<file path="src/rtl/sprite_anim_addr_gen.sv">
// Sprite-animation VRAM address generator: steps through an atlas of sprites at a
// programmable frame rate and maps pixel coordinates to atlas addresses. Optional: SPRITE_ANIM_MIRROR_EN.
module sprite_anim_addr_gen #(
  parameter int CW          = 7,
  parameter int NUM_SPRITES = 8,
  parameter int PER_ATLAS   = 6,
  parameter int COLS        = 3,
  parameter int SPRITE_W    = 42,
  parameter int SPRITE_H    = 48,
  parameter int BOX_X       = 42,
  parameter int BOX_Y       = 23,
  parameter int HOLD        = 6,
  parameter int SELW        = 1
) (
  input  logic              clk,
  input  logic              reset,
  input  logic              frame_strobe,
  input  logic              enable,
  input  logic              restart,
  input  logic [1:0]        mode,
  input  logic              mirror,
  input  logic [CW-1:0]     hpixel,
  input  logic [CW-1:0]     vpixel,
  output logic [2*CW-1:0]   address,
  output logic [SELW-1:0]   select,
  output logic              in_box,
  output logic [5:0]        sprite_idx,
  output logic              done
);

  typedef enum logic [1:0] {
    M_LOOP    = 2'b00,
    M_PING    = 2'b01,
    M_ONESHOT = 2'b10,
    M_HOLD    = 2'b11
  } mode_t;

  localparam logic [5:0]    LP_LAST  = 6'(NUM_SPRITES - 1);
  localparam logic [5:0]    LP_PEN   = 6'(NUM_SPRITES - 2);
  localparam logic [5:0]    LP_PER   = 6'(PER_ATLAS);
  localparam logic [5:0]    LP_COLS  = 6'(COLS);
  localparam logic [7:0]    LP_HLAST = 8'(HOLD - 1);
  localparam logic [CW-1:0] LP_BX    = CW'(BOX_X);
  localparam logic [CW-1:0] LP_BY    = CW'(BOX_Y);
  localparam logic [CW-1:0] LP_SW    = CW'(SPRITE_W);
  localparam logic [CW-1:0] LP_SH    = CW'(SPRITE_H);

  logic [7:0]      r_hc;
  logic [5:0]      r_idx;
  logic            r_dir;
  logic            r_done;
  logic [2*CW-1:0] r_addr;
  logic [SELW-1:0] r_sel;
  logic            r_in_box;

  logic [5:0]      w_atlas;
  logic [5:0]      w_loc;
  logic [CW-1:0]   w_h;
  logic [CW-1:0]   w_v;
  logic [CW-1:0]   w_dx;
  logic [CW-1:0]   w_dy;
  logic [CW-1:0]   w_col;
  logic [CW-1:0]   w_row;
  logic [31:0]     w_hx;
  logic [31:0]     w_vy;
  logic            w_in_box;
  mode_t           w_mode;

  assign w_mode  = mode_t'(mode);
  assign w_atlas = r_idx / LP_PER;
  assign w_loc   = r_idx % LP_PER;
  assign w_h     = CW'(w_loc % LP_COLS) * LP_SW;
  assign w_v     = CW'(w_loc / LP_COLS) * LP_SH;

  assign w_hx     = 32'(hpixel);
  assign w_vy     = 32'(vpixel);
  assign w_in_box = (w_hx >= 32'(BOX_X)) && (w_hx < 32'(BOX_X + SPRITE_W)) &&
                    (w_vy >= 32'(BOX_Y)) && (w_vy < 32'(BOX_Y + SPRITE_H));

  assign w_dx  = hpixel - LP_BX;
  assign w_dy  = vpixel - LP_BY;
  assign w_row = w_dy + w_v;

`ifdef SPRITE_ANIM_MIRROR_EN
  localparam logic [CW-1:0] LP_SWM1 = CW'(SPRITE_W - 1);
  assign w_col = mirror ? (LP_SWM1 - w_dx + w_h) : (w_dx + w_h);
`else
  // mirror stays on the port for drop-in compatibility; both arms are identical
  assign w_col = mirror ? (w_dx + w_h) : (w_dx + w_h);
`endif

  always_ff @(posedge clk or posedge reset) begin
    if (reset) begin
      r_hc     <= '0;
      r_idx    <= '0;
      r_dir    <= 1'b0;
      r_done   <= 1'b0;
      r_addr   <= '0;
      r_sel    <= '0;
      r_in_box <= 1'b0;
    end else begin
      r_in_box <= w_in_box;
      r_addr   <= w_in_box ? {w_row, w_col} : '0;
      r_sel    <= SELW'(w_atlas);

      if (restart) begin
        r_hc   <= '0;
        r_idx  <= '0;
        r_dir  <= 1'b0;
        r_done <= 1'b0;
      end else if (enable && frame_strobe) begin
        if (r_hc != LP_HLAST) begin
          r_hc <= r_hc + 8'd1;
        end else begin
          r_hc <= '0;
          case (w_mode)
            M_LOOP: begin
              r_done <= 1'b0;
              r_idx  <= (r_idx == LP_LAST) ? '0 : r_idx + 6'd1;
            end
            M_PING: begin
              r_done <= 1'b0;
              if (NUM_SPRITES > 1) begin
                // endpoints are visited once: turn around and step in the same advance
                if (!r_dir) begin
                  if (r_idx == LP_LAST) begin
                    r_dir <= 1'b1;
                    r_idx <= LP_PEN;
                  end else begin
                    r_idx <= r_idx + 6'd1;
                  end
                end else begin
                  if (r_idx == '0) begin
                    r_dir <= 1'b0;
                    r_idx <= 6'd1;
                  end else begin
                    r_idx <= r_idx - 6'd1;
                  end
                end
              end
            end
            M_ONESHOT: begin
              if (r_idx == LP_LAST) begin
                r_done <= 1'b1;
              end else begin
                r_idx <= r_idx + 6'd1;
              end
            end
            default: begin
              r_idx <= r_idx;
            end
          endcase
        end
      end
    end
  end

  assign address    = r_addr;
  assign select     = r_sel;
  assign in_box     = r_in_box;
  assign sprite_idx = r_idx;
  assign done       = r_done;

endmodule
</file>
<file path="config.mk">
export PLATFORM = sky130hd
export DESIGN_NAME = sprite_anim_addr_gen
export DESIGN_NICKNAME = d
export VERILOG_FILES = /design/src/rtl/sprite_anim_addr_gen.sv
export SDC_FILE = /design/constraint.sdc
export NUM_CORES = 1
export LEC_CHECK = 0
export BUFFER_PORTS_ARGS = -buffer_cell sky130_fd_sc_hd__buf_2
export CORE_AREA = 2 2 80 90
export CTS_BUF_LIST = sky130_fd_sc_hd__clkbuf_16
export DETAILED_ROUTE_END_ITERATION = 7
export DIE_AREA = 0 0 82 92
export MAX_ROUTING_LAYER = met4
export PLACE_DENSITY = 0.9
export SYNTH_ARGS = -nofsm -noshare
export SYNTH_HDL_FRONTEND = slang
export SYNTH_SLANG_ARGS = --single-unit
</file>
<file path="constraint.sdc">
create_clock -name clk -period 10.7 [get_ports clk]
set_clock_uncertainty 0.05 [all_clocks]
set_input_delay 0.535 -clock clk [delete_from_list [all_inputs] [get_ports clk]]
set_output_delay 0.535 -clock clk [all_outputs]
set_load 0.05 [all_outputs]
</file>
==> key figures <==
Clock network
  • Clk root buf: clkbuf_16
  • Num CTS Buffers: 5
  • # H-tree levels: 2
  • CTS tree: built
  • Worst-Skew Late Latency: 0.28 ns
  • Hold Buf Count CTS: 0
  • Clock transition at the registers of the reported paths: 0.06 ns
  • Setup bufs post-CTS: 0
  • Post_cts resized: 0
  • CTS sink cnt: 32
  • Max clock buf depth: 2

Global routing
  • Total gr overflow: 0
  • Largest net degree at the start of global routing: 33
  • Vias in the first global route: 3576
  • GR Util All Layers: 26.46%
  • Initial antenna violation count: 0
  • Global-route wire length before repair: 15.77 mm

Synth
  • Sequential share of the synthesized area: 20.49%
  • Top FF cell, synth: dfrtp_1
  • Syn_area_per_cell: 8.177 um^2
  • Number of flops mapped to enable cells by yosys: 0
  • Synth warn: 0
  • Distinct cells, synth: 88
  • Netlist Area Pre-Place: 3909 um^2
  • Flops & latches, synth: 32
  • Ys async rst share: 100.0%
  • Post-Syn Instances: 478
  • Synthesized Nets: 536

Power
  • Leakage: 2.031 nW
  • Pwr/cell area: 231.3 nW/um^2
  • VDD IR max: 0.3403 mV

Layout
  • Commonest non-fill, non-tap cell in the layout: buf_2
  • Fin nets: 569
  • Non-filler cells in the finished layout: 597
  • Layout cell share with drive strength beyond 1: 17.97%
  • Commonest cells after routing, fill and taps aside: 43 x buf_2, 41 x nand2_1, 35 x nor2_1, 35 x a21oi_1
  • Area occupied by registers: 800.8 um^2
  • Final Cell Area: 4312 um^2
  • Footprint of the multi-input gates: 2883 um^2
  • Fillers: 558
  • Diodes inserted: 0
  • Layout area overhead: 10.31%

Floorplan
  • IO Count: 45
  • Die Y: 92 um
  • Initial core utilization: 58.11%
  • Die footprint: 7544 um^2
  • CORE AREA: 6726 um^2
  • Row cnt: 32
  • Die Wd: 82 um

Worst setup path
  • CP endpoint kind: flip-flop
  • Critical path launch point type: flip-flop
  • Most used cell, CP: ha_1
  • Setup Crit Path Kind: flip-flop to flip-flop
  • Reg2reg start: sprite_idx[3]
  • Slowest CP cell: dfrtp_1
  • Max incr delay on CP: 0.80 ns
  • Reg-to-reg endpoint: address[6]
  • Critical path arrival: 10.01 ns
  • WP data required: 10.85 ns
  • CP max FO: 22
  • Reg-to-reg slack, setup: 0.83 ns
  • FF-to-FF path depth: 32

Routing
  • Total Wirelength: 9.376 mm
  • Post-DR vias/cell: 6.251
  • Wire per inst: 15.71 um
  • Final routed DRC violation total: 0
  • Post-route ant nets: 0
  • Initial detailed-routing violation count: 244
  • Vias: 3732
  • 1st-pass router iterations: 4

Timing
  • Final setup vio count: 0
  • Period utilization: 92.20%
  • Hold Slack: 0.2851 ns
  • Max Freq: 101.4 MHz
  • Slew @ Worst Pin: 0.7566 ns
  • Fin. Hold Viols: 0
  • Slew Viols, Final: 0
  • Setup TNS: 0 ns
  • Fin crit period: 9.866 ns
  • Unrepaired setup endpoints after global routing: false
  • Slew Limit Headroom: 49.56%

Run status
  • Outcome: finished, final reports clean

Placed design
  • Detailed Place HPWL: 6.946 mm
  • Final GP Congestion: 0.9189
  • Post-Place Cells: 589
  • DP Area: 4148 um^2
  • Port bufs: 43

Run
  • Max_cap viols: 0

Hold path
  • Worst min path class: input port to async pin
critical path: cells and delay by family, from the launching register on:
kind,cells,cell delay [ns]
adders and majority gates,8,2.83
xor gates and xnor gates,2,0.30
buffers and inverters,1,0.22
muxes,2,0.78
DFF,1,0.80
and+or+nand+nor,7,2.16
AOI/OAI and AO/OA,12,2.60
worst max-delay path by stage:
stage / from / to / slack, ns / cells after the start
2_1_floorplan: sprite_idx[0] / address[6] / 1.91 / 38
3_3_place_gp: sprite_idx[3] / address[6] / 1.29 / 33
3_5_place_dp: sprite_idx[3] / address[6] / 1.10 / 32
4_1_cts: sprite_idx[3] / address[6] / 1.01 / 33
5_1_grt: sprite_idx[3] / address[6] / 0.18 / 33
6_report: sprite_idx[3] / address[6] / 0.83 / 32
through the flow:
step | utilization [%] | total power [W] | setup slack [ns]
after floorplan | - | 0.0007145 | 1.909
after global placement | 61.66 | 0.0007979 | 1.292
after detailed placement | 61.66 | 0.0008255 | 1.098
after CTS | 64.10 | 0.0009940 | 1.010
after global routing | 64.10 | 0.001088 | 0.1792
final | 64.10 | 0.0009972 | 0.8343
final cells by class:
type | count | share of cell area (%)
clock inverter | 3 | 0.8996
tap | 85 | 2.467
clock buffer | 5 | 2.902
inverter | 34 | 2.960
timing repair buffer | 45 | 5.340
multi-input combinational | 393 | 66.86
sequential | 32 | 18.57
state kept, by name, summed over array words and instances (netlist names):
name,count
done,1
in_box,1
sprite_idx,6
r_hc,8
select,1
address,14
r_dir,1
cells in the mapped netlist (all sizes together) (3+ instances only):
master,count,area (um^2)
inv,34,127.6
and2,7,46.30
or2,5,33.79
nor3,19,100.1
nor2,36,142.6
or3,4,25.02
o21ai,39,198.9
nand2,43,171.4
dfrtp,32,800.8
nand3,14,75.07
a31oi,6,37.54
buf,7,52.54
o31ai,6,58.81
o221ai,3,26.28
xnor2,22,192.7
and3,8,50.05
a211o,5,53.81
a21oi,36,191.4
nand2b,9,56.30
mux2i,7,107.6
o21a,3,22.52
nor2b,12,75.07
clkbuf,12,45.04
a21o,4,31.28
xor2,8,77.58
ha,34,425.4
o211ai,4,35.03
a22o,4,36.29
or3b,3,28.78
a211oi,8,75.08
a31o,3,26.28
report_power, final:
part / internal, W / switching (W)
Clock: 0.000109 / 0.0000553
Combinational: 0.000296 / 0.000378
Sequential: 0.000138 / 0.0000214
cell families (layout without fill, tap and decap cells):
kind of cell	Yosys count	in the layout	synth area share (%)
AOI/OAI and AO/OA	152	152	29.83
xor gates and xnor gates	30	30	6.914
muxes	8	8	3.137
adders and majority gates	36	36	11.91
buffers and inverters	53	87	5.761
and+or+nand+nor	167	167	21.96
DFF	32	32	20.49
per-layer routing:
| layer | global-route usage [%] | share of wire [%] | up-vias |
|---|---|---|---|
| li1 | - | - | 1807 |
| met1 | 30.82 | 43 | 1778 |
| met2 | 46.48 | 51 | 126 |
| met3 | 5.413 | 5.0 | 21 |
| met4 | 5.417 | 1.2 | 0 |
| met5 | - | 0 | - |
Power figures use the tool's default switching activity.
